[src/rtl/reg_writeback_queue.sv]
// reg_writeback_queue: in-order write-back buffer ahead of the register file.
// Drains one queued write per cycle unless the write port is stalled, and
// flags read-after-write hazards against entries still waiting to be written.
// Optional build macro: WB_BYPASS_EN adds rs1_fwd_data/rs2_fwd_data, carrying
// the youngest queued value for each lookup index.
module reg_writeback_queue #(
  parameter int DEPTH = 4,
  parameter int XLEN  = 32
) (
  input  logic                     clk,
  input  logic                     reset,
  input  logic                     in_valid,
  output logic                     in_ready,
  input  logic [4:0]               in_rd,
  input  logic [XLEN-1:0]          in_data,
  input  logic                     wb_stall,
  output logic                     RegWrite,
  output logic [4:0]               rd,
  output logic [XLEN-1:0]          Write_Data,
  input  logic [4:0]               rs1,
  input  logic [4:0]               rs2,
  output logic                     rs1_pending,
  output logic                     rs2_pending,
`ifdef WB_BYPASS_EN
  output logic [XLEN-1:0]          rs1_fwd_data,
  output logic [XLEN-1:0]          rs2_fwd_data,
`endif
  output logic [$clog2(DEPTH):0]   count
);

  localparam int AW = $clog2(DEPTH);
  localparam int CW = AW + 1;

  logic [4:0]      r_rd    [DEPTH];
  logic [XLEN-1:0] r_data  [DEPTH];
  logic            r_valid [DEPTH];
  logic [AW-1:0]   r_wr_ptr;
  logic [AW-1:0]   r_rd_ptr;
  logic [CW-1:0]   r_count;

  logic            w_full;
  logic            w_accept;
  logic            w_push;
  logic            w_drain;
  logic [DEPTH-1:0] w_rs1_hit;
  logic [DEPTH-1:0] w_rs2_hit;

  // Handshake: a full queue still accepts when the head leaves this cycle.
  // An x0 target completes the handshake but never occupies an entry.
  always_comb begin
    w_full   = (r_count == CW'(DEPTH));
    in_ready = ~w_full | ~wb_stall;
    w_accept = in_valid & in_ready;
    w_push   = w_accept & (in_rd != 5'd0);
    w_drain  = (r_count != '0) & ~wb_stall;
  end

  // Register file port is driven straight from the head entry, zeroed when idle.
  always_comb begin
    RegWrite   = w_drain;
    rd         = w_drain ? r_rd[r_rd_ptr]   : 5'd0;
    Write_Data = w_drain ? r_data[r_rd_ptr] : '0;
    count      = r_count;
  end

  // Storage, pointers and occupancy; drain clears before push so a full-queue
  // pass-through can reuse the slot the head vacates.
  always_ff @(posedge clk) begin
    if (reset) begin
      r_wr_ptr <= '0;
      r_rd_ptr <= '0;
      r_count  <= '0;
      for (int i = 0; i < DEPTH; i++) begin
        r_valid[i] <= 1'b0;
        r_rd[i]    <= 5'd0;
        r_data[i]  <= '0;
      end
    end else begin
      if (w_drain) begin
        r_valid[r_rd_ptr] <= 1'b0;
        r_rd_ptr          <= r_rd_ptr + AW'(1);
      end
      if (w_push) begin
        r_valid[r_wr_ptr] <= 1'b1;
        r_rd[r_wr_ptr]    <= in_rd;
        r_data[r_wr_ptr]  <= in_data;
        r_wr_ptr          <= r_wr_ptr + AW'(1);
      end
      case ({w_push, w_drain})
        2'b10:   r_count <= r_count + CW'(1);
        2'b01:   r_count <= r_count - CW'(1);
        default: r_count <= r_count;
      endcase
    end
  end

  // Hazard lookup over every live entry, including a head that drains this cycle.
  always_comb begin
    w_rs1_hit = '0;
    w_rs2_hit = '0;
    for (int i = 0; i < DEPTH; i++) begin
      w_rs1_hit[i] = r_valid[i] & (r_rd[i] == rs1);
      w_rs2_hit[i] = r_valid[i] & (r_rd[i] == rs2);
    end
    rs1_pending = (rs1 != 5'd0) & (|w_rs1_hit);
    rs2_pending = (rs2 != 5'd0) & (|w_rs2_hit);
  end

`ifdef WB_BYPASS_EN
  logic [AW-1:0]   w_idx;
  logic [XLEN-1:0] w_fwd1;
  logic [XLEN-1:0] w_fwd2;

  // Walk entries oldest to youngest so the last match seen is the youngest.
  always_comb begin
    w_idx  = '0;
    w_fwd1 = '0;
    w_fwd2 = '0;
    for (int k = 0; k < DEPTH; k++) begin
      w_idx = r_rd_ptr + AW'(k);
      if (w_rs1_hit[w_idx]) w_fwd1 = r_data[w_idx];
      if (w_rs2_hit[w_idx]) w_fwd2 = r_data[w_idx];
    end
    rs1_fwd_data = rs1_pending ? w_fwd1 : '0;
    rs2_fwd_data = rs2_pending ? w_fwd2 : '0;
  end
`endif

endmodule

[config.mk]
export PLATFORM = sky130hd
export DESIGN_NAME = reg_writeback_queue
export DESIGN_NICKNAME = d
export VERILOG_FILES = /design/src/rtl/reg_writeback_queue.sv
export SDC_FILE = /design/constraint.sdc
export NUM_CORES = 1
export LEC_CHECK = 0
export BUFFER_PORTS_ARGS = -buffer_cell sky130_fd_sc_hd__buf_2
export CAP_MARGIN = 5
export CORE_ASPECT_RATIO = 1.1
export CORE_MARGIN = 2
export CORE_UTILIZATION = 50
export DETAILED_ROUTE_END_ITERATION = 12
export PLACE_DENSITY = 0.7
export SYNTH_ARGS = -nofsm -noshare
export SYNTH_HDL_FRONTEND = slang
export SYNTH_SLANG_ARGS = --single-unit
[constraint.sdc]
create_clock -name clk -period 7.7 [get_ports clk]
set_input_delay 1.155 -clock clk [delete_from_list [all_inputs] [get_ports clk]]
set_output_delay 1.155 -clock clk [all_outputs]
set_load 0.005 [all_outputs]
==> results of run 1 <==
-- sequential cells by signal, indices dropped and copies added (netlist names), named ones only --
register	count
r_valid	4
count	3
r_rd	20
r_rd_ptr	2
r_wr_ptr	2
r_data	128
-- power by group --
part	total (mW)	internal (mW)	switching, mW	leakage, nW
clock network	0.746	0.410	0.336	0.246
logic	0.494	0.246	0.248	1.56
registers	1.11	1.04	0.0694	1.64
-- worst reg2reg max path: cells and delay by family (launching register included) --
| kind | cells | cell delay (ns) |
|---|---|---|
| xor gates and xnor gates | 1 | 0.16 |
| adders and majority gates | 2 | 0.63 |
| DFF | 1 | 0.43 |
| and+or+nand+nor | 3 | 0.68 |
| buffers and inverters | 3 | 0.68 |
| AOI/OAI and AO/OA | 1 | 0.14 |
-- final timing paths --
kind | slack, ns | depth (start not counted) | start | endpoint
setup reg to reg | 4.93 | 10 | count[0] | count[2]
setup / recovery | 3.99 | 6 | wb_stall | Write_Data[19]
hold reg to reg | 0.52 | 2 | r_valid[1] | r_valid[1]
hold / removal | 0.52 | 2 | r_valid[1] | r_valid[1]
-- logic make-up (layout without fill, tap and decap cells) --
logic type,count (synthesis),count (layout),share of synthesized area (%)
DFF,161,161,60.5
xor gates and xnor gates,45,45,5.07
buffers and inverters,47,140,3.33
AOI/OAI and AO/OA,15,15,1.21
other,0,1,0
muxes,37,37,10.7
adders and majority gates,6,6,1.06
and+or+nand+nor,233,233,18.1
-- cell type report --
class | count | share of cell area (%)
flip-flops and latches | 161 | 53.1
diodes | 1 | 0.0282
repair buffers | 101 | 5.90
inverters | 7 | 0.325
clock buffers | 19 | 4.88
well taps | 196 | 2.77
clock inverters | 13 | 1.03
multi-input cells | 336 | 32.0
-- stage by stage --
| stage | util [%] | setup slack [ns] | area (um^2) | power [mW] | hold slack [ns] |
|---|---|---|---|---|---|
| after CTS | 58.7 | 3.94 | 8860 | 2.37 | 0.527 |
| after global placement | 55.2 | 4.01 | 8340 | 1.62 | 0.499 |
| final | 58.7 | 3.99 | 8870 | 2.35 | 0.524 |
| after floorplan | - | 4.38 | 7780 | 1.45 | 0.462 |
| after global routing | 58.7 | 3.84 | 8860 | 2.45 | 0.569 |
| after detailed placement | 55.2 | 3.96 | 8340 | 1.63 | 0.515 |
-- cells in the mapped netlist, types with 4 or more instances --
cell and count:
and2_1 185, edfxtp_1 148, mux4_2 37, xor2_1 35, clkbuf_1 23, dfxtp_1 13
nor4_1 11, buf_6 10, xnor2_1 10, nand3_1 9, nor2_1 9, a21oi_1 6
inv_1 6, nand2_1 6, ha_1 5, buf_2 4
-- per-layer routing --
metal,routed length [um],track usage (%)
met5,0,0
met3,752,5.53
met4,200,6.45
met1,7190,27.6
met2,8780,36.3
==> results.json, run 1 <==
{
  "wirelength_um": 16900,
  "dp_cells": 801,
  "yosysWarnings": 0,
  "crit_top_cell": "buf_2",
  "row_count": 47,
  "finalSetupViolCount": 0,
  "dieWidth_um": 123,
  "cts_htree_levels": 4,
  "synth_fp_nets": 601,
  "grt_setup_unrepaired": "false",
  "synth_edf_count": 148,
  "num_vias": 4554,
  "total_leakage_power_nw": 3.45,
  "stdcell_count": 834,
  "ys_async_sr_fraction_pct": 0,
  "core_area_um2": 15100,
  "grt_pass1_wl_um": 26000,
  "port_buffers": 94,
  "crit_fanout": 34,
  "finalCriticalPeriod_ns": 3.71,
  "wl_per_cell_um": 20.3,
  "slew_headroom_pct": 24.7,
  "crit_slowest_cell": "buf_4",
  "cts_tree": "yes",
  "cts_buffers": 17,
  "grt_pass1_vias": 4763,
  "clk_pin_slew_ns": 0.06,
  "ys_types": 32,
  "root_buffer": "clkbuf_16",
  "dieArea_um2": 16600,
  "synth_top_area_share_pct": 57.1,
  "clk_latency_ns": 0.42,
  "path_cells": "buf_2 > or2_2 > inv_1 > buf_4 > and2_1 > buf_2",
  "final_nets": 681,
  "yosysSeqAreaShare_pct": 60.5,
  "end_kind": "output port",
  "yosysTopAreaCell": "edfxtp_1",
  "grt_max_degree": 38,
  "antenna_found_initial": 1,
  "final_max_slew_viol_count": 0,
  "fp.dieH_um": 135,
  "multiInputGateArea_um2": 2840,
  "drtIter0Drc": 277,
  "postCtsSetupRepairBufs": 0,
  "critical_path_class": "input port to output port",
  "p_per_area_nw_per_um2": 265,
  "num_io_pins": 95,
  "tns_ns": 0,
  "required_ns": 6.55,
  "startpoint_type": "input port",
  "slowest_delay_ns": 0.41,
  "drive_above_1_share_pct": 27.8,
  "synthFlopType": "edfxtp_1",
  "firstDrtPassIters": 4,
  "fin_worst_skew_ns": 0.00757,
  "register_area_um2": 4710,
  "place_congestion": 0.822,
  "overflow": 0,
  "routed_via_density": 5.46,
  "maxCapViolations": 0,
  "tightest_slew_ns": 1.13,
  "worstPathArrival_ns": 2.56,
  "cp_top_family": "buffers and inverters",
  "fillers": 1191,
  "status": "complete, no violations",
  "max_freq_mhz": 269,
  "hpwl_um": 10100,
  "synthTopCellsByArea": "edfxtp_1 (57%), and2_1 (15%), mux4_2 (11%)",
  "synthToLayoutAreaGrowth_pct": 14.0,
  "cts_buffer_depth": 2,
  "peakVddDrop_v": 0.000193,
  "cts_resized": 0,
  "layout_common_cells": "and2_1 (185), edfxtp_1 (148), buf_2 (94), mux4_2 (37), xor2_1 (35)",
  "antenna_left": 0,
  "cts_sinks": 161,
  "initial_core_util_pct": 51.5,
  "postCtsHoldBufs": 0,
  "final_common_cell": "and2_1",
  "critical_path_buf_inv_count": 4,
  "ys_ff_latch": 161,
  "grt_usage_pct": 21.6,
  "syn_inst": 544,
  "synth_area_per_cell_um2": 14.3,
  "min_period_over_period_pct": 48.2,
  "drc": 0,
  "synth_area_um2": 7780,
  "hold_viol_final": 0,
  "hp-class": "register to register"
}
No activity file was read; power rests on OpenSTA's default activity.
==> run 2: changes to the inputs <==
--- a/config.mk
+++ b/config.mk
@@ -11,7 +11,7 @@
 export CORE_MARGIN = 2
 export CORE_UTILIZATION = 50
 export DETAILED_ROUTE_END_ITERATION = 12
-export PLACE_DENSITY = 0.7
+export PLACE_DENSITY = 0.73
 export SYNTH_ARGS = -nofsm -noshare
 export SYNTH_HDL_FRONTEND = slang
 export SYNTH_SLANG_ARGS = --single-unit
==> constraint.sdc (replaced) <==
create_clock -name clk -period 3.2 [get_ports clk]
set_input_delay 0.48 -clock clk [delete_from_list [all_inputs] [get_ports clk]]
set_output_delay 0.48 -clock clk [all_outputs]
set_load 0.005 [all_outputs]
==> run 2 against run 1 <==
Against the previous run: total power rose to 2.5 times the previous value; clock power grew to 2.7 times the previous value; global-route usage down 1.1 points; sequential cell count unchanged; clock skew rose by 0.013 ns; final cell count is 0.48% higher; non-clock buffer count up 3; combinational power rose by 140%; critical path depth fell by 2; hold slack lost 0.16 ns; via count down 1.4%; worst setup slack worse by 3.5 ns.
==> results.json, run 2 (same netlist as run 1, synthesis figures left out) <==
{
  "status": "complete, no violations",
  "cts_htree_levels": 4,
  "wl_met2_um": 8290,
  "synthToLayoutAreaGrowth_pct": 15.3,
  "antenna_left": 0,
  "cts_buffer_depth": 2,
  "maxCapViolations": 0,
  "cts_tree": "yes",
  "wirelength_um": 16100,
  "top_register": "r_data",
  "root_buffer": "clkbuf_16",
  "cts_resized": 0,
  "hold_slack_ns": 0.361,
  "slew_headroom_pct": 29.3,
  "place_congestion": 0.907,
  "required_ns": 2.72,
  "max_freq_mhz": 371,
  "path_cells": "buf_4 > mux4_2 > and2_1 > buf_2",
  "postCtsHoldBufs": 0,
  "startpoint_type": "register",
  "worstPathArrival_ns": 2.21,
  "grt_setup_unrepaired": "false",
  "port_buffers": 94,
  "core_area_um2": 15100,
  "rr_worst_depth": 6,
  "final_common_cell": "and2_1",
  "fin_worst_skew_ns": 0.0205,
  "largest_reg_flops": 128,
  "reg.largest.list": "r_data x128, r_rd x20, r_valid x4",
  "postCtsSetupRepairBufs": 0,
  "reg2reg_slack_ns": 0.66,
  "grt_pass1_wl_um": 25000,
  "hold_end": "r_data[0][15]",
  "pre_cts_slack_ns": 0.196,
  "dr_wl_met3_um": 868,
  "worst_slack_ns": 0.508,
  "cts_buffers": 17,
  "num_io_pins": 95,
  "crit_fanout": 21,
  "firstDrtPassIters": 4,
  "final_nets": 684,
  "slowest_delay_ns": 0.64,
  "peakVddDrop_v": 0.000463,
  "finalPower_mw": 5.89,
  "finalCriticalPeriod_ns": 2.69,
  "fp.dieH_um": 135,
  "final_max_slew_viol_count": 0,
  "drc": 0,
  "grt_usage_pct": 20.6,
  "critical_path_class": "register to output port",
  "wl_per_cell_um": 19.2,
  "crit_slowest_cell": "dfxtp_4",
  "clk_latency_ns": 0.42,
  "drtIter0Drc": 320,
  "routed.top_layer": "met4",
  "total_leakage_power_nw": 3.51,
  "initial_core_util_pct": 51.5,
  "routed_via_density": 5.36,
  "r2r_start": "count[0]",
  "layout_common_cells": "and2_1 (185), edfxtp_1 (148), buf_2 (94), mux4_2 (37), xor2_1 (35)",
  "dieWidth_um": 123,
  "min_period_over_period_pct": 84.1,
  "cts_sinks": 161,
  "drive_above_1_share_pct": 28.9,
  "row_count": 47,
  "num_vias": 4492,
  "end_kind": "output port",
  "post-route-util_pct": 59.3,
  "hpwl_um": 9850,
  "tightest_slew_ns": 1.06,
  "clk_pin_slew_ns": 0.07,
  "p_per_area_nw_per_um2": 657,
  "hp-start": "in_data[15]",
  "dieArea_um2": 16600,
  "overflow": 0,
  "met1_length_um": 6760,
  "finalSetupViolCount": 0,
  "grt_max_degree": 42,
  "hold_depth": 2,
  "tns_ns": 0,
  "antenna_found_initial": 2,
  "hp-class": "input port to register",
  "r2r-end": "r_data[1][30]",
  "hold_viol_final": 0,
  "grt_pass1_vias": 4812
}
-- run 2: report_power, final --
part / internal [mW] / switching [mW]
sequential: 2.51 / 0.176
clock: 1.17 / 0.861
combinational: 0.602 / 0.565
total: 4.29 / 1.60
-- run 2: how the worst max path moves through the flow --
stage	from	endpoint	slack (ns)	cells after the start
finish	register	Write_Data[25]	0.51	4
global route	register	Write_Data[29]	0.34	4
CTS	register	Write_Data[25]	0.44	4
detailed placement	in_rd[0]	count[2]	0.20	10
global placement	in_rd[0]	count[2]	0.28	10
floorplan	in_rd[0]	r_data[0][0]	0.56	7
-- run 2: cell type report --
class	count	area, um^2
clock inverter	15	170
sequential	161	4710
inverter	7	28.8
antenna	2	5.00
fill	1160	6150
multi-input combinational	336	2840
timing repair buffer	104	546
clock buffer	17	425
tap	196	245
-- run 2: per-stage QoR --
| stage | instances | area [um^2] |
|---|---|---|
| after global routing | 836 | 8960 |
| after detailed placement | 804 | 8370 |
| after global placement | 804 | 8370 |
| after floorplan | 544 | 7780 |
| final | 838 | 8970 |
| after CTS | 836 | 8960 |
-- run 2: critical path: cells and delay by family (launching register included) --
kind	cells	cell delay, ns
flops	1	0.64
mux	1	0.53
buf+inv	2	0.44
simple gates	1	0.17
-- run 2: metal layers --
layer | track usage [%] | vias to the layer above
met3 | 5.19 | 14
met1 | 26.5 | 2236
li1 | - | 2106
met5 | 0 | -
met4 | 6.39 | 0
met2 | 34.3 | 136
==> run 3: changes to the inputs <==
==> constraint.sdc (replaced) <==
create_clock -name clk -period 2.47 [get_ports clk]
set_input_delay 0.3705 -clock clk [delete_from_list [all_inputs] [get_ports clk]]
set_output_delay 0.3705 -clock clk [all_outputs]
set_load 0.005 [all_outputs]
==> run 3 against run 2 <==
Against the previous run: largest cell class unchanged; final cell count is 1.8% higher; sequential power grew 27%; clock power grew 34%; critical endpoint is now Write_Data[0]; via count grew 2.8%; critical path type unchanged; sequential share of layout area decreased by 1.4 points; die area unchanged.
==> results.json, run 3 (same netlist as run 1, synthesis figures left out) <==
{
  "status": "complete, no violations",
  "dieArea_um2": 16600,
  "initial_core_util_pct": 51.5,
  "num_io_pins": 95,
  "reg2reg_slack_ns": 0.25,
  "hp-class": "input port to register",
  "clk_latency_ns": 0.42,
  "cp-startpoint": "count[0]",
  "overflow": 0,
  "min_period_over_period_pct": 96.1,
  "maxCapViolations": 0,
  "port_buffers": 94,
  "path_cells": "nor3_1 > or2_2 > inv_1 > buf_6 > and2_1 > buf_2",
  "startpoint_type": "register",
  "cts_tree": "yes",
  "hold_viol_final": 0,
  "cts_buffer_depth": 2,
  "finalSetupViolCount": 0,
  "num_antenna_cells": 0,
  "r2r-end": "r_data[3][10]",
  "peakVddDrop_v": 0.000548,
  "final_nets": 701,
  "total_leakage_power_nw": 3.63,
  "cp.depth": 6,
  "postCtsHoldBufs": 0,
  "grt_setup_unrepaired": "false",
  "fp.dieH_um": 135,
  "row_count": 47,
  "rr_worst_depth": 7,
  "crit_fanout": 41,
  "drc": 0,
  "final_max_slew_viol_count": 0,
  "num_vias": 4617,
  "placed_area_um2": 8560,
  "critical_path_class": "register to output port",
  "fillers": 1137,
  "worstPathArrival_ns": 2.00,
  "reg.largest.list": "r_data x128, r_rd x20, r_valid x4",
  "required_ns": 2.10,
  "grt_usage_pct": 21.6,
  "clk_pin_slew_ns": 0.07,
  "top_register": "r_data",
  "finalInstanceArea_um2": 9210,
  "cts_htree_levels": 4,
  "wirelength_um": 17000,
  "final_common_cell": "and2_1",
  "critical_path_buf_inv_count": 3,
  "firstDrtPassIters": 5,
  "finalCriticalPeriod_ns": 2.37,
  "antenna_found_initial": 1,
  "stdcell_count": 853,
  "dp_cells": 818,
  "r2r_start": "count[0]",
  "synthToLayoutAreaGrowth_pct": 18.4,
  "p_per_area_nw_per_um2": 856,
  "grt_max_degree": 42,
  "drive_above_1_share_pct": 30.6,
  "grt_pass1_vias": 4862,
  "slew_headroom_pct": 36.3,
  "routed_via_density": 5.41,
  "place_congestion": 0.803,
  "post-route-util_pct": 60.9,
  "register_area_um2": 4710,
  "critPathCapture": "Write_Data[0]",
  "fin_worst_skew_ns": 0.0101,
  "dieWidth_um": 123,
  "layout_common_cells": "and2_1 (185), edfxtp_1 (148), buf_2 (94), mux4_2 (37), xor2_1 (35)",
  "cts_buffers": 17,
  "grt_pass1_wl_um": 26200,
  "cp_top_family": "simple AND/OR/NAND/NOR gates",
  "wl_per_cell_um": 19.9,
  "drtIter0Drc": 320,
  "multiInputGateArea_um2": 2840,
  "antenna_left": 0,
  "hpwl_um": 10300,
  "tightest_slew_ns": 0.953,
  "largest_reg_flops": 128,
  "end_kind": "output port",
  "crit_slowest_cell": "dfxtp_1",
  "max_freq_mhz": 421,
  "core_area_um2": 15100,
  "root_buffer": "clkbuf_16",
  "slowest_delay_ns": 0.42,
  "cts_sinks": 161
}
## run 3: report_power, final
part	internal (mW)	switching, mW	total, mW
combinational	0.897	0.855	1.75
sequential	3.25	0.158	3.41
clock	1.62	1.10	2.72
total	5.77	2.11	7.89
## run 3: worst min path at each step
stage                startpoint            end  slack, ns  cells past startpoint
global route        in_data[14]  r_data[3][14]       0.26                      2
detailed placement   r_valid[2]     r_valid[2]       0.51                      2
global placement       count[2]       count[2]       0.50                      2
CTS                 in_data[18]  r_data[1][18]       0.24                      2
floorplan            r_valid[0]     r_valid[0]       0.46                      2
finish              in_data[19]  r_data[2][19]       0.26                      2
## run 3: repair_timing
item,in CTS,in global routing
resized for setup,0,1
hold endpoints to repair,0,0
endpoints found under the setup margin,2,37
setup buffers,3,0
cloned,0,0
## run 3: per-stage QoR
stage / power (mW) / setup TNS [ns] / worst slack (ns) / hold slack (ns)
floorplan: 4.53 / -17.77 / -0.160 / 0.462
global placement: 5.14 / -0.133 / -0.133 / 0.501
detailed placement: 5.19 / -0.160 / -0.160 / 0.511
CTS: 7.94 / 0 / 0.00119 / 0.244
global route: 8.21 / 0 / 0.00653 / 0.258
finish: 7.89 / 0 / 0.0966 / 0.257
## run 3: area by class of cell
type / count / share of cell area [%]
clock inverters: 15 / 2.12
flip-flops and latches: 161 / 51.1
multi-input cells: 336 / 30.9
inverters: 7 / 0.312
well taps: 196 / 2.66
clock buffers: 17 / 4.62
repair buffers: 121 / 8.30
## run 3: routing by layer
layer | GRT usage (%) | vias to the layer above | wire (um)
met4 | 7.15 | 0 | 198
li1 | - | 2143 | -
met3 | 4.69 | 15 | 934
met5 | 0 | - | 0
met1 | 27.0 | 2333 | 6860
met2 | 37.4 | 126 | 8990
